## src/rtl/data_mem_arbiter_pkg.sv

```systemverilog
// dm_arb_pkg: shared FSM encodings and default sizing for the data memory arbiter
package dm_arb_pkg;
  typedef enum logic {S_IDLE = 1'b0, S_ACK = 1'b1} state_t;
  localparam int MAX_WAIT_DEF = 4;
  localparam int WAIT_W_DEF = 3;
  localparam int STAT_W_DEF = 16;
endpackage

```

## src/rtl/arb_wait_counter.sv

```systemverilog
// arb_wait_counter: clearable counter with a compare-to-limit flag; callers gate inc with at_max to saturate
module arb_wait_counter #(
  parameter int W = 3,
  parameter logic [W-1:0] MAX = '1
) (
  input  logic         clk,
  input  logic         reset_n,
  input  logic         clr,
  input  logic         inc,
  output logic [W-1:0] cnt,
  output logic         at_max
);
  assign at_max = cnt == MAX;
  always_ff @(posedge clk or negedge reset_n)
    if (!reset_n) cnt <= '0;
    else if (clr) cnt <= '0;
    else if (inc) cnt <= cnt + W'(1);
endmodule

```

## src/rtl/data_mem_arbiter.sv

```systemverilog
// data_mem_arbiter: shares the data memory port between the CPU MEM stage and a DMA master
module data_mem_arbiter
  import dm_arb_pkg::*;
#(
  parameter int MAX_WAIT = MAX_WAIT_DEF,
  parameter int WAIT_W = WAIT_W_DEF,
  parameter int STAT_W = STAT_W_DEF
) (
  input  logic              clk,
  input  logic              reset_n,
  input  logic              cpu_mem_read,
  input  logic              cpu_mem_write,
  input  logic [31:0]       cpu_addr,
  input  logic [31:0]       cpu_wdata,
  output logic [31:0]       cpu_rdata,
  output logic              cpu_stall,
  input  logic              dma_req,
  input  logic              dma_we,
  input  logic [31:0]       dma_addr,
  input  logic [31:0]       dma_wdata,
  output logic              dma_ack,
  output logic [31:0]       dma_rdata,
  output logic              mem_read,
  output logic              mem_write,
  output logic [31:0]       mem_addr,
  output logic [31:0]       mem_wdata,
  input  logic [31:0]       mem_rdata,
  output logic [STAT_W-1:0] stall_count
);
  state_t state, state_nx;
  logic cpu_req, idle, starve, dma_grant, wait_sat, stall_sat;
  logic [WAIT_W-1:0] wait_cnt;
  assign cpu_req = cpu_mem_read | cpu_mem_write;
  assign dma_ack = state == S_ACK;
  assign starve = wait_cnt == WAIT_W'(MAX_WAIT);
  // reset_n folds into the grant so strobes and stall stay low throughout reset
  always_comb begin
    idle = state == S_IDLE;
    dma_grant = reset_n & idle & dma_req & (~cpu_req | starve);
    state_nx = dma_grant ? S_ACK : S_IDLE;
    mem_read = reset_n & (dma_grant ? ~dma_we : cpu_mem_read);
    mem_write = reset_n & (dma_grant ? dma_we : cpu_mem_write);
    mem_addr = dma_grant ? dma_addr : cpu_addr;
    mem_wdata = dma_grant ? dma_wdata : cpu_wdata;
    cpu_rdata = (!dma_grant && cpu_mem_read) ? mem_rdata : '0;
    cpu_stall = dma_grant & cpu_req;
  end
  always_ff @(posedge clk or negedge reset_n)
    if (!reset_n) begin
      state <= S_IDLE;
      dma_rdata <= '0;
    end else begin
      state <= state_nx;
      if (dma_grant && !dma_we) dma_rdata <= mem_rdata;
    end
  arb_wait_counter #(.W(WAIT_W), .MAX(WAIT_W'(MAX_WAIT))) u_wait (
    .clk(clk), .reset_n(reset_n),
    .clr(dma_grant | ~dma_req), .inc(idle & dma_req & ~wait_sat),
    .cnt(wait_cnt), .at_max(wait_sat)
  );
  arb_wait_counter #(.W(STAT_W), .MAX('1)) u_stall (
    .clk(clk), .reset_n(reset_n),
    .clr(1'b0), .inc(cpu_stall & ~stall_sat),
    .cnt(stall_count), .at_max(stall_sat)
  );
endmodule

```

## config.mk

```make
export PLATFORM = sky130hd
export DESIGN_NAME = data_mem_arbiter
export DESIGN_NICKNAME = d
export VERILOG_FILES = /design/src/rtl/data_mem_arbiter_pkg.sv /design/src/rtl/arb_wait_counter.sv /design/src/rtl/data_mem_arbiter.sv
export SDC_FILE = /design/constraint.sdc
export NUM_CORES = 1
export LEC_CHECK = 0
export BUFFER_PORTS_ARGS = -buffer_cell sky130_fd_sc_hd__buf_2
export CAP_MARGIN = 20
export CORE_AREA = 2 2 122 124
export CTS_CLUSTER_DIAMETER = 50
export CTS_CLUSTER_SIZE = 24
export DETAILED_ROUTE_END_ITERATION = 7
export DIE_AREA = 0 0 124 126
export PLACE_DENSITY_LB_ADDON = 0.15
export SYNTH_ARGS = -nofsm -noshare
export SYNTH_HDL_FRONTEND = slang
export SYNTH_SLANG_ARGS = --single-unit
```

## constraint.sdc

```tcl
create_clock -name clk -period 2.3 [get_ports clk]
set_input_delay 0 -clock clk [delete_from_list [all_inputs] [get_ports clk]]
set_output_delay 0 -clock clk [all_outputs]
set_load 0.02 [all_outputs]
```

==> results of run 1 <==
final cells by class:
class                           count  area, µm²  area share
Timing Repair Buffer              350       1940       0.353
Sequential cell                    52       1300       0.237
Antenna cell                        3       7.51     0.00137
Clock inverter                      1       7.51     0.00137
Multi-Input combinational cell    205       1860       0.338
Clock buffer                        7        143      0.0260
Inverter                            3       11.3     0.00205
Tap cell                          184        230      0.0419
repair_timing:
| action | in CTS | in global routing |
|---|---|---|
| gates resized for setup | 1 | 0 |
| endpoints found under the setup margin | 1 | 31 |
| hold buffers | 33 | 0 |
| hold endpoints to repair | 84 | 0 |
synthesized netlist by cell type, drive strengths merged:
master / instances / area [µm²]
mux2: 98 / 1100
dfrtp: 52 / 1300
and2: 34 / 213
buf: 13 / 78.8
xor2: 13 / 114
nor2: 9 / 33.8
nand2: 8 / 30.0
nand3: 8 / 40.0
nor4: 6 / 75.1
a21oi: 3 / 15.0
clkbuf: 3 / 11.3
ha: 3 / 37.5
inv: 3 / 11.3
nand4: 3 / 18.8
xnor2: 3 / 26.3
and4: 2 / 17.5
nor3: 2 / 10.0
nor4b: 2 / 23.8
o21a: 2 / 15.0
or2: 2 / 12.5
and4bb: 1 / 12.5
nand2b: 1 / 6.26
nand3b: 1 / 7.51
nor2b: 1 / 6.26
nor3b: 1 / 7.51
o21ai: 1 / 5.00
or3: 1 / 11.3
state kept, by name, indices dropped and copies added (netlist names):
signal / flops
dma_ack: 1
dma_rdata: 32
u_stall.cnt: 16
u_wait.cnt: 3
logic make-up after synthesis:
group,synth area share
and+or+nand+nor,0.162
DFF,0.401
AOI/OAI and AO/OA,0.0108
xor gates and xnor gates,0.0432
adders and majority gates,0.0116
muxes,0.340
buffers and inverters,0.0312
worst max-delay path: stages, from the launching register on:
cell,delay (ns)
dfrtp_1,0.41
inv_1,0.07
ha_1,0.16
nand2_1,0.12
a21oi_4,0.19
buf_4,0.40
mux2_2,0.39
buf_2,0.17
metal layers:
layer / part of all wire / global-route usage / vias up / routed length [µm]
met1: 0.41 / 0.189 / 1618 / 5370
met3: 0.091 / 0.0435 / 13 / 1200
met2: 0.48 / 0.277 / 184 / 6290
met5: 0 / 0 / - / 0
met4: 0.022 / 0.0496 / 0 / 283
li1: - / - / 1665 / -
through the flow:
step,setup WS (ns),util,total power (W),setup TNS (ns)
after floorplan,0.477,-,0.00195,0
final,0.0774,0.384,0.00328,0
after detailed placement,0.323,0.350,0.00251,0
after CTS,0.0484,0.383,0.00334,0
after global placement,0.396,0.350,0.00250,0
after global routing,-0.0209,0.384,0.00347,-0.222
report_power, final:
group | switching (W) | total [W] | internal, W
logic | 0.000728 | 0.00130 | 0.000576
clock network | 0.000335 | 0.000769 | 0.000434
registers | 0.000102 | 0.00121 | 0.00111
worst paths after layout:
| path | slack, ns | depth (start not counted) | endpoint | start |
|---|---|---|---|---|
| max | 0.08 | 7 | mem_wdata[13] | u_wait.cnt[0]$_DFFE_PN0P_ |
| min | 0.03 | 3 | u_wait.cnt[2]$_DFFE_PN0P_ | dma_req |
| max reg2reg | 0.42 | 6 | u_stall.cnt[1]$_DFFE_PN0P_ | u_wait.cnt[0]$_DFFE_PN0P_ |
| min reg2reg | 0.50 | 1 | u_stall.cnt[6]$_DFFE_PN0P_ | u_stall.cnt[6]$_DFFE_PN0P_ |
| max in group asynchronous | 1.35 | 3 | dma_rdata[23]$_DFFE_PN0P_ | reset_n |
| min in group asynchronous | 0.47 | 3 | dma_ack$_DFF_PN0_ | reset_n |
==> impl_results.md, run 1 <==
* Layout Cells excl Fill at 805
* Syn_area_per_cell at 11.8 µm²
* DP Area at 0.00501 mm²
* DR vias/cell at 4.32
* Final nets at 786
* Final setup fails at 0
* Hold Vio Cnt, Final at 0
* Fill cell count at 1441
* Tightest Pin Transition at 0.710 ns
* Critical Path AT at 2.22 ns
* Drt wl/cell at 16.3 µm
* Fraction of final layout cells sized beyond drive strength 1 at 0.702
* Antenna Nets Post-Route at 0
* CTS Root Cell: clkbuf_16
* CTS max path bufs at 2
* Status: complete, no violations
* Total power divided by cell area at 597 mW/mm²
* Die extent in x at 124 µm
* Final Max Tran Viols at 0
* Clk sinks at 52
* Die footprint at 0.0156 mm²
* Final cycle utilization of the critical path at 0.966
* Port bufs at 313
* TritonCTS Buffers at 5
* CP endpoint kind: output pin
* RSZ-0062 raised after global routing: true
* Drt initial violations at 42
* WP data required at 2.30 ns
* Post-Syn Instances at 276
* Crit Path Class: reg -> out
* Vias in the first global route at 3490
* Clock period minus worst slack at 2.22 ns
* Core area at 0.0143 mm²
* Hold Path Class: in -> reg
* Most common cell after layout, fill and taps aside: buf_2
* Pleak at 2.85 nW
* Rel. slew slack at 0.527
* Clock Pin Slew Worst Setup and Hold Paths at 0.07 ns
* Dpl hpwl at 10600 µm
* First-pass GRT wire length at 18900 µm
* Syn_nets at 445
* Number of max-cap violations at 0
* Post-Syn Area at 0.00324 mm²
* GPL Wtd Cong at 0.833
* Initial core utilization at 0.227
* GR Util All Layers at 0.159
* Clk_lat worst skew at 0.29 ns
* Final WL at 13100 µm
* Achievable Freq at 0.450 GHz
* Inst Count DP at 761
* Largest net degree at the start of global routing at 55
* Post-CTS setup buffer count at 0
* Leading cell types in the layout, fill and taps excluded: buf_2 (313), mux2_2 (98), dfrtp_1 (52), and2_1 (34), dlygate4sd3_1 (33)
* YS warnings at 0
* Worst clock skew at 0.00703 ns
* Row cnt at 44
* Area growth from synthesis to layout at 69.4%
* Flops & latches, synth at 52
* TritonCTS clock tree: yes
* Synth unique cells at 30
* Crit path launch type: flop
* Die height at 126 µm
* CP max FO at 34
* Grt ovf at 0
* DR pass1 iterations at 4
* Worst hold slack at 0.0251 ns
* Post-route cell area at 0.00550 mm²
* # IOs at 314
* H-tree depth at 2
* Initial antenna violation count at 3
* Post-synthesis sequential area ratio at 0.401
* # DRC at 0
* DR vias at 3480
* Worst vdd ir at 291 µV
No activity file was read; power rests on OpenSTA's default activity.
==> run 2, diff against run 1 <==
--- a/config.mk
+++ b/config.mk
@@ -9,10 +9,11 @@
 export CAP_MARGIN = 20
 export CORE_AREA = 2 2 122 124
 export CTS_CLUSTER_DIAMETER = 50
-export CTS_CLUSTER_SIZE = 24
+export CTS_CLUSTER_SIZE = 8
 export DETAILED_ROUTE_END_ITERATION = 7
 export DIE_AREA = 0 0 124 126
 export PLACE_DENSITY_LB_ADDON = 0.15
+export RECOVER_POWER = 50
 export SYNTH_ARGS = -nofsm -noshare
 export SYNTH_HDL_FRONTEND = slang
 export SYNTH_SLANG_ARGS = --single-unit
==> run 2 against run 1 <==
Compared with the run above:
- via count is the same
- sequential share of layout area is 0.26 points higher
- first-iteration DRC count grew 2.4%
- register-to-register slack hardly changed
- die area did not move
- maximum frequency hardly changed
- worst setup slack improved by 0.0020 ns
- largest cell class unchanged
==> impl_results.md, run 2 (synthesis gave the netlist of run 1 again) <==
* TritonCTS Buffers at 5 (unchanged)
* Drt initial violations at 43 (+2.4%)
* First-pass GRT wire length at 18900 µm (unchanged)
* Hold path endpoint: u_wait.cnt[2]$_DFFE_PN0P_
* Vias in the first global route at 3490 (unchanged)
* Critical-path top delay cell: dfrtp_1
* Clock period minus worst slack at 2.22 ns (-0.00196 ns)
* Fraction of final layout cells sized beyond drive strength 1 at 0.625 (-0.0777)
* Die extent in x at 124 µm (unchanged)
* CTS max path bufs at 2 (unchanged)
* Fill cell count at 1462 (+1.5%)
* DR vias at 3480 (unchanged)
* Critical Path AT at 2.22 ns (about the same)
* Total power divided by cell area at 596 mW/mm² (-0.22%)
* Final cycle utilization of the critical path at 0.965 (about the same)
* # IOs at 314 (unchanged)
* Die height at 126 µm (unchanged)
* CP bufs+invs at 3 (unchanged)
* Row cnt at 44 (unchanged)
* Port bufs at 313 (unchanged)
* Dpl hpwl at 10600 µm (unchanged)
* Max stage delay on crit path at 0.41 ns (about the same)
* Most flops, register: dma_rdata
* Initial core utilization at 0.227 (unchanged)
* TritonCTS clock tree: yes
* Layout Cells excl Fill at 805 (unchanged)
* CP max FO at 34 (unchanged)
* Top Registers: dma_rdata (32), u_stall.cnt (16), u_wait.cnt (3)
* CP cell instances: inv_1 -> ha_1 -> nand2_1 -> a21oi_4 -> buf_4 -> mux2_2 -> buf_2
* Clock Pin Slew Worst Setup and Hold Paths at 0.07 ns (about the same)
* Pleak at 2.69 nW (-5.8%)
* Worst vdd ir at 291 µV (-0.19%)
* Met2 WL post-DR at 6280 µm (about the same)
* Achievable Freq at 0.450 GHz (about the same)
* Tightest Pin Transition at 0.712 ns (+0.00195 ns)
* Post-CTS setup buffer count at 0 (unchanged)
* Grt ovf at 0 (unchanged)
* Worst r2r dst: u_stall.cnt[1]$_DFFE_PN0P_
* Crit path launch type: flop
* Clk_lat worst skew at 0.29 ns (about the same)
* Hold Vio Cnt, Final at 0 (unchanged)
* Initial antenna violation count at 3 (unchanged)
* Drt wl/cell at 16.4 µm (+0.61%)
* CP endpoint kind: output pin
* Hold path cells at 3 (unchanged)
* Hold Path Class: in -> reg
* Highest routed metal layer: met4
* Rel. slew slack at 0.525 (-0.00130)
* Area growth from synthesis to layout at 67.6%
* Final setup fails at 0 (unchanged)
* # DRC at 0 (unchanged)
* Most common cell after layout, fill and taps aside: buf_2
* Max FFs per register at 32 (unchanged)
* Crit Path Class: reg -> out
* Status: complete, no violations
* Number of max-cap violations at 0 (unchanged)
* Origin of the worst min-delay path: dma_req
* Met3 wire length at 1200 µm (about the same)
* DR pass1 iterations at 4 (unchanged)
* Critical R2R Launch: u_wait.cnt[0]$_DFFE_PN0P_
* WP data required at 2.30 ns (about the same)
* Wire length on met1 at 5450 µm (+1.6%)
* Largest delay share family, worst path: buffers and inverters
* Inst Count DP at 761 (unchanged)
* Final Max Tran Viols at 0 (unchanged)
* Leading cell types in the layout, fill and taps excluded: buf_2 (265), mux2_2 (98), dfrtp_1 (52), clkbuf_1 (49), and2_1 (34)
* Final nets at 786 (unchanged)
* RSZ-0062 raised after global routing: true
* Final Util at 0.380 (-0.00420)
* DR vias/cell at 4.32 (unchanged)
* Post-route cell area at 0.00544 mm² (-1.1%)
* Die footprint at 0.0156 mm² (unchanged)
* FF-to-FF path depth at 6 (unchanged)
* DP Area at 0.00501 mm² (unchanged)
* H-tree depth at 2 (unchanged)
* GR Util All Layers at 0.159 (unchanged)
* Clk sinks at 52 (unchanged)
* Antenna Nets Post-Route at 0 (unchanged)
* CTS Root Cell: clkbuf_16
* GPL Wtd Cong at 0.833 (unchanged)
* Worst clock skew at 0.00685 ns (-0.000184 ns)
* Final WL at 13200 µm (+0.61%)
* R2R Setup Slk at 0.42 ns (about the same)
* Largest net degree at the start of global routing at 55 (unchanged)
* Core area at 0.0143 mm² (unchanged)
## run 2: changes by cell type in the layout (fill, tap and decap cells not counted)
cell	before	now
buf_2	313	265
clkbuf_1	1	49
## run 2: worst register-to-register path, cell delays in order (launching register included)
cell and delay [ns]:
dfrtp_1 0.41, inv_1 0.07, ha_1 0.16, nand2_1 0.12, or3_4 0.46, nor2_1 0.21
mux2_2 0.35
## run 2: layer usage
| metal | track usage | vias up |
|---|---|---|
| li1 | - | 1664 |
| met1 | 0.189 | 1619 |
| met2 | 0.277 | 184 |
| met3 | 0.0435 | 13 |
| met4 | 0.0496 | 0 |
| met5 | 0 | - |
## run 2: where the power goes
part,switching [W],leakage [nW],internal [W]
clock network,0.000335,0.0702,0.000434
registers,0.000110,0.660,0.00111
logic,0.000730,1.96,0.000523
## run 2: what timing repair did
action                                  in CTS  in global routing
endpoints found under the hold margin       84                  0
hold buffers                                33                  0
endpoints found under the setup margin       1                 31
resized for setup                            1                  0
## run 2: how the worst max path moves through the flow
stage	startpoint	end	slack [ns]	cells after the start
floorplan	u_wait.cnt[0]$_DFFE_PN0P_	dma_rdata[10]$_DFFE_PN0P_	0.48	8
global placement	u_wait.cnt[0]$_DFFE_PN0P_	mem_wdata[25]	0.40	7
detailed placement	u_wait.cnt[0]$_DFFE_PN0P_	cpu_rdata[13]	0.32	6
CTS	u_wait.cnt[0]$_DFFE_PN0P_	mem_wdata[13]	0.05	7
global route	u_wait.cnt[0]$_DFFE_PN0P_	mem_addr[9]	-0.02	7
finish	u_wait.cnt[0]$_DFFE_PN0P_	mem_wdata[13]	0.08	7
## run 2: area by class of cell
| cell class | instances | area (µm²) | area share |
|---|---|---|---|
| timing repair buffer | 350 | 1880 | 0.346 |
| multi-input combinational | 205 | 1860 | 0.342 |
| sequential | 52 | 1300 | 0.239 |
| tap | 184 | 230 | 0.0423 |
| clock buffer | 7 | 143 | 0.0262 |
| inverter | 3 | 11.3 | 0.00207 |
| clock inverter | 1 | 7.51 | 0.00138 |
| antenna | 3 | 7.51 | 0.00138 |
## run 2: through the flow
step                      setup TNS [ns]  hold WS (ns)  setup slack, ns  total power [W]
after floorplan                        0        -0.296            0.477          0.00195
after global placement                 0         0.221            0.396          0.00250
after detailed placement               0         0.231            0.323          0.00251
after CTS                              0        0.0161           0.0484          0.00334
after global routing              -0.222        0.0417          -0.0209          0.00342
final                                  0        0.0254           0.0794          0.00324
